File: src/rtl/load_use_hazard_sequencer.sv
// rtl/load_use_hazard_sequencer.sv - load-use stall and branch-flush sequencer between execute and memory
module load_use_hazard_sequencer #(
   parameter int FLUSH_CYCLES = 2,
   parameter int MAX_WAIT     = 15,
   parameter int CNT_W        = 16
) (
   input  logic             clk,
   input  logic             rst,
   input  logic             ex_valid,
   input  logic [3:0]       ex_rn,
   input  logic [3:0]       ex_rm,
   input  logic [3:0]       ex_rs,
   input  logic             ex_use_rn,
   input  logic             ex_use_rm,
   input  logic             ex_use_rs,
   input  logic             mem_valid,
   input  logic             mem_is_load,
   input  logic [3:0]       mem_rd,
   input  logic             dmem_rvalid,
   input  logic             branch_taken,
   output logic             sel_stall,
   output logic             flush,
   output logic             fwd_load,
   output logic [1:0]       state,
   output logic [CNT_W-1:0] stall_cycles,
   output logic             wait_timeout
);

   localparam int WAIT_W  = (MAX_WAIT > 1) ? $clog2(MAX_WAIT + 1) : 1;
   localparam int FLUSH_W = (FLUSH_CYCLES > 1) ? $clog2(FLUSH_CYCLES + 1) : 1;

   typedef enum logic [1:0] {
      ST_RUN       = 2'b00,
      ST_LOAD_WAIT = 2'b01,
      ST_FLUSH     = 2'b10
   } state_e;

   state_e             state_q, state_d;
   logic [WAIT_W-1:0]  wait_cnt_q, wait_cnt_d;
   logic [FLUSH_W-1:0] flush_cnt_q, flush_cnt_d;
   logic [CNT_W-1:0]   stall_cnt_q, stall_cnt_d;
   logic               timeout_q, timeout_d;
   logic               hazard;

   assign hazard = ex_valid & mem_valid & mem_is_load &
                   ((ex_use_rn & (ex_rn == mem_rd)) |
                    (ex_use_rm & (ex_rm == mem_rd)) |
                    (ex_use_rs & (ex_rs == mem_rd)));

   always_comb begin
      state_d     = state_q;
      wait_cnt_d  = wait_cnt_q;
      flush_cnt_d = flush_cnt_q;
      timeout_d   = timeout_q;
      sel_stall   = 1'b0;
      flush       = 1'b0;
      fwd_load    = 1'b0;
      case (state_q)
         ST_RUN: begin
            // A taken branch kills the hazarding instruction, so it outranks the stall
            if (branch_taken) begin
               state_d     = ST_FLUSH;
               flush_cnt_d = FLUSH_W'(FLUSH_CYCLES);
            end else if (hazard) begin
               if (dmem_rvalid) begin
                  fwd_load = 1'b1;
               end else begin
                  sel_stall  = 1'b1;
                  state_d    = ST_LOAD_WAIT;
                  wait_cnt_d = '0;
               end
            end
         end
         ST_LOAD_WAIT: begin
            if (dmem_rvalid) begin
               fwd_load = 1'b1;
               state_d  = ST_RUN;
            end else if (wait_cnt_q == WAIT_W'(MAX_WAIT)) begin
               timeout_d = 1'b1;
               state_d   = ST_RUN;
            end else begin
               sel_stall  = 1'b1;
               wait_cnt_d = wait_cnt_q + 1'b1;
            end
         end
         ST_FLUSH: begin
            flush       = 1'b1;
            flush_cnt_d = flush_cnt_q - 1'b1;
            if (flush_cnt_q == FLUSH_W'(1)) begin
               state_d = ST_RUN;
            end
         end
         default: state_d = ST_RUN;
      endcase
      stall_cnt_d = (sel_stall && (stall_cnt_q != '1)) ? stall_cnt_q + 1'b1 : stall_cnt_q;
   end

   always_ff @(posedge clk) begin
      if (rst) begin
         state_q     <= ST_RUN;
         wait_cnt_q  <= '0;
         flush_cnt_q <= '0;
         stall_cnt_q <= '0;
         timeout_q   <= 1'b0;
      end else begin
         state_q     <= state_d;
         wait_cnt_q  <= wait_cnt_d;
         flush_cnt_q <= flush_cnt_d;
         stall_cnt_q <= stall_cnt_d;
         timeout_q   <= timeout_d;
      end
   end

   assign state        = state_q;
   assign stall_cycles = stall_cnt_q;
   assign wait_timeout = timeout_q;

endmodule

File: config.mk
export PLATFORM = sky130hd
export DESIGN_NAME = load_use_hazard_sequencer
export DESIGN_NICKNAME = d
export VERILOG_FILES = /design/src/rtl/load_use_hazard_sequencer.sv
export SDC_FILE = /design/constraint.sdc
export NUM_CORES = 1
export LEC_CHECK = 0
export CAP_MARGIN = 20
export CORE_MARGIN = 2
export CORE_UTILIZATION = 45
export DETAILED_ROUTE_END_ITERATION = 7
export PLACE_DENSITY = 0.76
export RECOVER_POWER = 50
export SYNTH_ARGS = -nofsm -noshare
export SYNTH_HDL_FRONTEND = slang
export SYNTH_SLANG_ARGS = --single-unit
export TNS_END_PERCENT = 100
File: constraint.sdc
create_clock -name clk -period 2.7 [get_ports clk]
set_input_delay 0.54 -clock clk [delete_from_list [all_inputs] [get_ports clk]]
set_output_delay 0.54 -clock clk [all_outputs]
set_load 0.03 [all_outputs]
After elaboration in Yosys (flattened, before gate mapping)
Index checks and enable logic that the tools add are counted.
{"block": "totals", "ram_bits": 0, "ff_bits": 25, "output_inout_bits": 22, "word_cells": 69, "latchBits": 0, "inputBits": 26, "mem_bits_ro": 0, "n_memories": 0}
{"block": "op_classes", "order_cmp": 0, "div_mod_pow": 0, "shift": 0, "n_reduce_logical": 8, "n_eq_ne": 18, "mul": 0, "bitwise": 9, "mux": 26, "addsub": 3}
{"operator": "$mux 4", "n": 5}
{"operator": "$add 16x1->16 const B", "n": 1}
{"operator": "$ne 16x16->1 const B", "n": 1}
{"operator": "$mux 2", "n": 7}
{"operator": "$ne 2x2->1 const B", "n": 7}
{"operator": "$eq 4x4->1", "n": 3}
{"operator": "$mux 1", "n": 9}
{"operator": "$ne 3x3->1 const B", "n": 3}
{"operator": "$pmux 4 s2", "n": 1}
{"operator": "$and 1x1->1", "n": 6}
{"operator": "$pmux 2 s3", "n": 1}
{"operator": "$reduce_and 6->1", "n": 1}
{"operator": "$add 4x1->4 const B", "n": 1}
{"operator": "$eq 2x1->1 const B", "n": 2}
{"operator": "$eq 4x4->1 const B", "n": 1}
{"operator": "$pmux 1 s2", "n": 2}
{"operator": "$pmux 2 s2", "n": 1}
{"operator": "$reduce_and 4->1", "n": 1}
{"operator": "$reduce_bool 2->1", "n": 2}
{"operator": "$reduce_and 3->1", "n": 1}
{"operator": "$eq 2x2->1 const B", "n": 1}
{"operator": "$logic_not 2->1", "n": 1}
{"operator": "$or 1x1->1", "n": 2}
{"operator": "$reduce_and 2->1", "n": 1}
{"operator": "other kinds (3)", "n": 3}

Logic depth before layout (Yosys ltp)
Gate-level depths: netlist of the first run.
{"block": "depth", "word_depth": 9, "mapped_depth": 8, "mapped_depth_nobuf": 7}

Worst setup path after synthesis of the first run
No wires, ideal clock.
{"block": "synth_timing", "path_type": "input to output", "from": "input port mem_rd[3]", "to": "output port fwd_load", "path_buffers": 0, "slack_ns": 0.472, "stages": 5, "required_ns": 2.160, "arrival_ns": 1.688, "cell_sequence": "xor2_1 -> nor4_4 -> o21ai_0 -> o21bai_1 -> and3b_1"}
{"block": "synth_via", "elab_chain_cells": 8, "elab_cells_between_ends": 12, "classes_between": "eq/ne (3); mux (3); bitwise (6)"}
{"element": "from (decl)", "line": "18", "source": "input logic [3:0] mem_rd,"}
{"element": "$eq 4x4->1, on equally long branches", "line": "46, 47"}
{"element": "$and 1x1->1, on equally long branches", "line": "46, 47"}
{"element": "$or 1x1->1", "line": "46", "source": "((ex_use_rn & (ex_rn == mem_rd)) |"}
{"element": "$or 1x1->1 (*)", "line": "47", "source": "(ex_use_rm & (ex_rm == mem_rd)) |"}
{"element": "$and 1x1->1 (*)", "line": "45", "source": "assign hazard = ex_valid & mem_valid & mem_is_load &"}
{"element": "$mux 1 (*)", "line": "64", "source": "end else if (hazard) begin"}
{"element": "$mux 1 (*)", "line": "61", "source": "if (branch_taken) begin"}
{"element": "$pmux 1 s2 (*)", "line": "58", "source": "case (state_q)"}
{"element": "to (decl)", "line": "23", "source": "output logic fwd_load,"}
Mark *: on every way between the ends. The rest lies on a longest branch, timed or not.

Worst setup path in the final report of the first run
{"block": "layout_timing", "from": "input port mem_rd[2]", "to": "output port sel_stall"}
{"block": "layout_via", "elab_chain_cells": 8, "elab_cells_between_ends": 12, "classes_between": "eq/ne (3); mux (3); bitwise (6)"}
{"element": "$eq 4x4->1, on equally long branches", "line": "46, 47"}
{"element": "$and 1x1->1, on equally long branches", "line": "46, 47"}
{"element": "$or 1x1->1", "line": "46"}
{"element": "$or 1x1->1 (*)", "line": "47"}
{"element": "$and 1x1->1 (*)", "line": "45"}
{"element": "$mux 1 (*)", "line": "64"}
{"element": "$mux 1 (*)", "line": "61"}
{"element": "$pmux 1 s2 (*)", "line": "58"}
{"element": "to (decl)", "line": "21", "source": "output logic sel_stall,"}
Marks and branches as above.

==> key figures, run 1 <==
Status
  • Result of the run: complete, but fails checks
  • Violated checks: max-capacitance violations, max-slew violations

Global route
  • Global route overflow: 0
  • Global Route Usage Sum: 0.1701
  • Largest net degree at the start of global routing: 43
  • Initial antenna violation count: 0
  • First-pass GRT wire length: 5851 um
  • Vias in the first global route: 1407

CTS
  • Root Buffer: clkbuf_8
  • Sink Count: 25
  • CTS H-tree depth: 1
  • Clock Tree Buf Depth: 2
  • Postcts setup bufs: 0
  • TritonCTS clock tree: built
  • CTS buffer count: 3
  • Clock transition at path regs: 80 ps
  • Worst-skew pair later-pin latency: 270 ps

Timing
  • Final period utilization: 0.9705
  • Worst-margin pin slew: 1570 ps
  • # setup viols final: 0
  • Fmax achieved: 381.6 MHz
  • Min Tclk post-route: 2620 ps
  • Setup TNS: 0 ps
  • Final hold violations: 0
  • Final worst slack: 79.63 ps
  • Slew Limit Headroom: -0.04697
  • WHS: 478.1 ps
  • Skew final: 8.771 ps
  • Max Transition Viols Final: 43

Worst setup path
  • Critical path launch point type: input pin
  • Largest stage delay, worst path: 540 ps
  • CP dominant cell by count: buf_4
  • Worst reg2reg path startpoint: stall_cycles[0]
  • CP Capture Type: primary output
  • Crit Path Category: in -> out
  • Reg2Reg Depth: 6
  • Arr. time, crit path: 2080 ps
  • CP required: 2160 ps
  • CP bufs+invs: 3
  • Reg2reg end: stall_cycles[0]
  • Critical Path Fanout Max: 3
  • Critical Path, Cell by Cell: clkdlybuf4s50_1, xor2_1, nor4_4, buf_4, o211ai_4, nand2_1, buf_4
  • FF-to-FF setup slack: 510 ps
  • WP depth: 7
  • CP top delay family: buffers and inverters
  • CP max-delay cell: clkdlybuf4s50_1

Synthesis
  • #FFs+latches synth: 25
  • YS warnings: 0
  • Number of enable flip-flop cells after synthesis: 0
  • Top cells by area, synth: dfxtp_1, mux2_4, a21oi_2
  • Yosys top cell area share: 0.2876
  • Synth Area in XOR/XNOR: 0.06039
  • Simple-gate share of the synthesized area: 0.2912
  • Register area share after synthesis: 0.2876
  • Async SR Flop Fraction: 0
  • Synth area leader: dfxtp_1
  • Most common flop cell mapped by yosys: dfxtp_1
  • Netlist cell types: 40
  • Syn_nets: 225
  • Count leader, synth: nor2_1
  • Synth cell count leaders: nor2_1, dfxtp_1, nor2b_1
  • Synth Area in Adders: 0.02157
  • Avg Cell Area, Syn: 8.880 um2
  • Post-Syn Area: 1740 um2
  • Largest family of logic cells by synthesized area: simple AND/OR/NAND/NOR gates
  • Cell count after synthesis: 196
  • Compound-Gate Fraction of Synth Area: 0.1582
  • Multiplexer area fraction after synthesis: 0.1301

Worst hold path
  • Hold path depth: 2
  • Worst min-delay path category: reg -> reg
  • Hold path startpoint: wait_timeout
  • Hold endpoint: wait_timeout

Placement
  • Post-detail-place hpwl: 2516 um
  • RD Place Congestion: 0.7533
  • I/O Buffers: 47
  • DP Area: 2250 um2
  • Setup Slack @ Placement: 1.046 ps

Floorplan
  • DIE AREA: 4381 um2
  • Initial Utilization: 0.4718
  • Die width: 66.19 um
  • IO Pins: 48
  • DIE HEIGHT: 66.19 um
  • Core Area: 3689 um2
  • Row count: 22

Power and ir drop
  • Seq pwr share: 0.529
  • P_sw: 172.0 uW
  • P_int: 540.2 uW
  • Pwr dens: 308.3 nW/um2
  • Part of the power in combinational logic: 0.163
  • Switching Share: 0.2415
  • Leakage power: 0.9326 nW
  • Maximum vdd drop: 0.2129 mV
  • Clock Power Share: 0.308

Detailed routing
  • Avg WL per Cell: 11.45 um
  • Total Routed Length: 3344 um
  • Final routed DRC violation total: 0
  • DRT iter0 DRCs: 84
  • Drt pass-1 iters: 4
  • ANT nets after route: 0
  • Vias per cell: 5.243
  • Via count: 1531

Final layout
  • Final net count: 274
  • Post-layout util: 0.6262
  • Fraction of layout cells with a size suffix above 1: 0.1721
  • Ant. Diodes: 0
  • Post-route cell area: 2310 um2
  • Area Growth Syn to Fin: 32.71%

Flow run
  • Max-cap check violation count: 1
power groups by stage:
stage | registers [mW] | logic [mW] | clock network (mW)
floorplan | 0.387 | 0.0561 | 0
global placement | 0.385 | 0.114 | 0
detailed placement | 0.385 | 0.116 | 0
CTS | 0.377 | 0.116 | 0.231
global route | 0.378 | 0.128 | 0.241
finish | 0.377 | 0.116 | 0.219
through the flow:
step           power (mW)  std cells
2_1_floorplan      0.4432        196
3_5_place_dp       0.5013        288
6_report           0.7122        292
5_1_grt            0.7475        292
4_1_cts            0.7239        292
3_3_place_gp       0.4996        288
flip-flops by register name (all words and copies together), names as in the netlist:
register / cells
wait_cnt_q: 4
stall_cycles: 16
flush_cnt_q: 2
state: 2
wait_timeout: 1
cells by family (layout without fill, tap and decap cells):
logic type / after synthesis / after routing
AO/OA/AOI/OAI: 34 / 34
XOR/XNOR: 12 / 12
adder cells (fa/ha/maj): 3 / 3
buffers and inverters: 13 / 61
flip-flops: 25 / 25
multiplexers: 17 / 17
AND/OR/NAND/NOR: 92 / 92
tightest hold or removal path, cell delays in order, from the launching register on:
cell and delay, ps:
dfxtp_1 340, a21oi_1 40, nor2_1 70
cells in the final DEF (no fill, tap or decap), types with 2 or more instances in the layout:
cell             instances
nor2_1                  26
dfxtp_1                 25
clkdlybuf4s50_1         24
dlygate4sd3_1           18
nor2b_1                 16
a21oi_2                 13
nand2_1                 10
nand4_1                 10
mux2_4                  10
xnor2_1                  9
nand3_1                  8
a21oi_1                  6
buf_4                    6
and3_1                   5
nand2b_1                 5
mux2_1                   5
inv_1                    4
nor3_1                   4
xor2_1                   3
ha_1                     3
clkbuf_8                 3
dlymetal6s2s_1           3
nor4_2                   2
o21bai_1                 2
mux2i_1                  2
a211oi_1                 2
worst max-delay path by stage:
stage	slack, ps	to	start
after floorplan	470	fwd_load	mem_rd[3]
after global placement	20	fwd_load	mem_rd[3]
after detailed placement	1	fwd_load	mem_rd[1]
after CTS	30	fwd_load	mem_rd[1]
after global routing	-4	fwd_load	ex_rs[0]
final	80	sel_stall	mem_rd[2]
cell type report:
type,instances,area (um2)
Fill cell,332,1379
Multi-Input combinational cell,158,1161
Timing Repair Buffer,53,526.8
Sequential cell,25,500.5
Tap cell,48,60.06
Clock buffer,3,41.29
Inverter,4,15.01
Clock inverter,1,5.005
what timing repair did:
action | 4_1_cts | 5_1_grt
gates resized for setup | 1 | 5
hold buffers | 0 | 0
pin swaps | 0 | 1
setup endpoints to repair | 1 | 2
metal layers:
layer	routed length, um	GRT usage	vias up
met5	0	0	-
met4	53	0.08673	0
met3	173	0.03578	6
met2	1580	0.2725	48
met1	1536	0.2138	689
li1	-	-	788
(Power assumes the default switching activity.)
==> inputs of run 2 (changes only) <==
Settings changed: CTS_CLUSTER_SIZE set to 20.
==> results of run 2 <==
The final DEF is identical to that of run 1; final timing and power are the same.
==> inputs of run 3 (changes only) <==
Settings changed: SLEW_MARGIN set to 15.
Clock period 2.7 ns to 2.9 ns, I/O delays scaled along.
==> key figures, run 3 (synthesized netlist as in run 1, its figures left out) <==
Placement
  • Cells after DPL: 288
  • RD Place Congestion: 0.7620
  • I/O Buffers: 47
  • Post-detail-place hpwl: 2564 um

Worst setup path
  • FF-to-FF setup slack: 730 ps
  • Reg2reg end: stall_cycles[0]
  • Largest stage delay, worst path: 480 ps
  • CP required: 2320 ps
  • Reg2Reg Depth: 6
  • CP bufs+invs: 2
  • Critical Path, Cell by Cell: clkdlybuf4s50_1, xor2_1, nor4_4, o21ai_0, o21bai_1, and3b_1, buf_4
  • Critical path launch point type: input pin
  • Crit Path Category: in -> out
  • Arr. time, crit path: 2160 ps
  • CP max-delay cell: clkdlybuf4s50_1
  • CP top delay family: buffers and inverters
  • Critical Path Fanout Max: 3
  • CP Capture Type: primary output
  • Worst reg2reg path startpoint: stall_cycles[0]

CTS
  • Worst-skew pair later-pin latency: 270 ps
  • CTS buffer count: 3
  • CTS H-tree depth: 1
  • Root Buffer: clkbuf_8
  • Clock Tree Buf Depth: 2
  • Postcts setup bufs: 0
  • Clock transition at path regs: 80 ps
  • TritonCTS clock tree: built
  • Sink Count: 25
  • Post-CTS Resized: 0
  • Hold Buf Count CTS: 0

Power and ir drop
  • Pwr dens: 290.1 nW/um2
  • Maximum vdd drop: 0.2015 mV
  • Leakage power: 0.8981 nW

Detailed routing
  • Final routed DRC violation total: 0
  • Avg WL per Cell: 11.63 um
  • Vias per cell: 5.284
  • Drt pass-1 iters: 4
  • Via count: 1543
  • Total Routed Length: 3396 um
  • DRT iter0 DRCs: 143
  • ANT nets after route: 0

Floorplan
  • Initial Utilization: 0.4718
  • DIE AREA: 4381 um2
  • DIE HEIGHT: 66.19 um
  • Core Area: 3689 um2
  • Row count: 22
  • Die width: 66.19 um
  • IO Pins: 48

Final layout
  • Most frequent cells in the layout: clkdlybuf4s50_1, nor2_1, dfxtp_1
  • Fraction of layout cells with a size suffix above 1: 0.1598
  • Area Growth Syn to Fin: 31.63%
  • Final net count: 274
  • Final cell count without fillers: 292
  • Ant. Diodes: 0
  • Most common cell after layout, fill and taps aside: clkdlybuf4s50_1
  • Max reg flops: 16

Worst hold path
  • Worst min-delay path category: reg -> reg
  • Hold path startpoint: flush_cnt_q[1]
  • Hold endpoint: flush_cnt_q[1]
  • Hold path depth: 2

Timing
  • Slew Limit Headroom: -0.08809
  • Fmax achieved: 365.5 MHz
  • Skew final: 7.003 ps
  • WHS: 478.5 ps
  • Final hold violations: 0
  • Final period utilization: 0.9435
  • RSZ-0062 raised after global routing: no
  • Min Tclk post-route: 2736 ps
  • Setup TNS: 0 ps
  • Worst-margin pin slew: 1632 ps
  • Max Transition Viols Final: 43
  • # setup viols final: 0

Status
  • Result of the run: complete, but fails checks
  • Violated checks: max-capacitance violations, max-slew violations

Global route
  • Initial antenna violation count: 0
  • First-pass GRT wire length: 6244 um
  • Global Route Usage Sum: 0.1800
  • Vias in the first global route: 1500
  • Global route overflow: 0
  • Largest net degree at the start of global routing: 43

Flow run
  • Max-cap check violation count: 1
## run 3: metal layers
metal | vias to the layer above | track usage | routed length (um)
met1 | 698 | 0.2292 | 1567
met3 | 7 | 0.03066 | 166
li1 | 790 | - | -
met2 | 48 | 0.2925 | 1583
met4 | 0 | 0.08673 | 78
met5 | - | 0 | 0
## run 3: per-stage QoR
| stage | power [mW] | cell area (um2) | utilization | setup WS [ps] |
|---|---|---|---|---|
| 2_1_floorplan | 0.4126 | 1740 | - | 592.2 |
| 3_3_place_gp | 0.4648 | 2250 | 0.6099 | 169.5 |
| 3_5_place_dp | 0.4666 | 2250 | 0.6099 | 140.6 |
| 4_1_cts | 0.6751 | 2295 | 0.6221 | 140.5 |
| 5_1_grt | 0.7022 | 2291 | 0.6211 | 14.61 |
| 6_report | 0.6645 | 2291 | 0.6211 | 164.0 |
## run 3: power by group
group,switching [mW],internal [mW]
Combinational,0.0468,0.0600
Sequential,0.00421,0.347
Clock,0.109,0.0982
Total,0.160,0.505
## run 3: worst max path at each step
stage	cells after the start	start	end
after floorplan	5	mem_rd[3]	fwd_load
after global placement	7	mem_rd[3]	fwd_load
after detailed placement	7	mem_rd[3]	fwd_load
after CTS	7	mem_rd[3]	fwd_load
after global routing	7	mem_rd[3]	fwd_load
final	7	mem_rd[3]	fwd_load
## run 3: worst min-delay path, cell delays in order, from the launching register on
cell and delay, ps:
dfxtp_1 310, inv_1 70, a211oi_1 60
## run 3: layout make-up
| class | count | area (um2) |
|---|---|---|
| sequential | 25 | 500.5 |
| fill | 340 | 1398 |
| timing repair buffer | 53 | 519.2 |
| tap | 48 | 60.06 |
| multi-input combinational | 158 | 1151 |
| inverter | 4 | 15.01 |
| clock buffer | 4 | 45.04 |
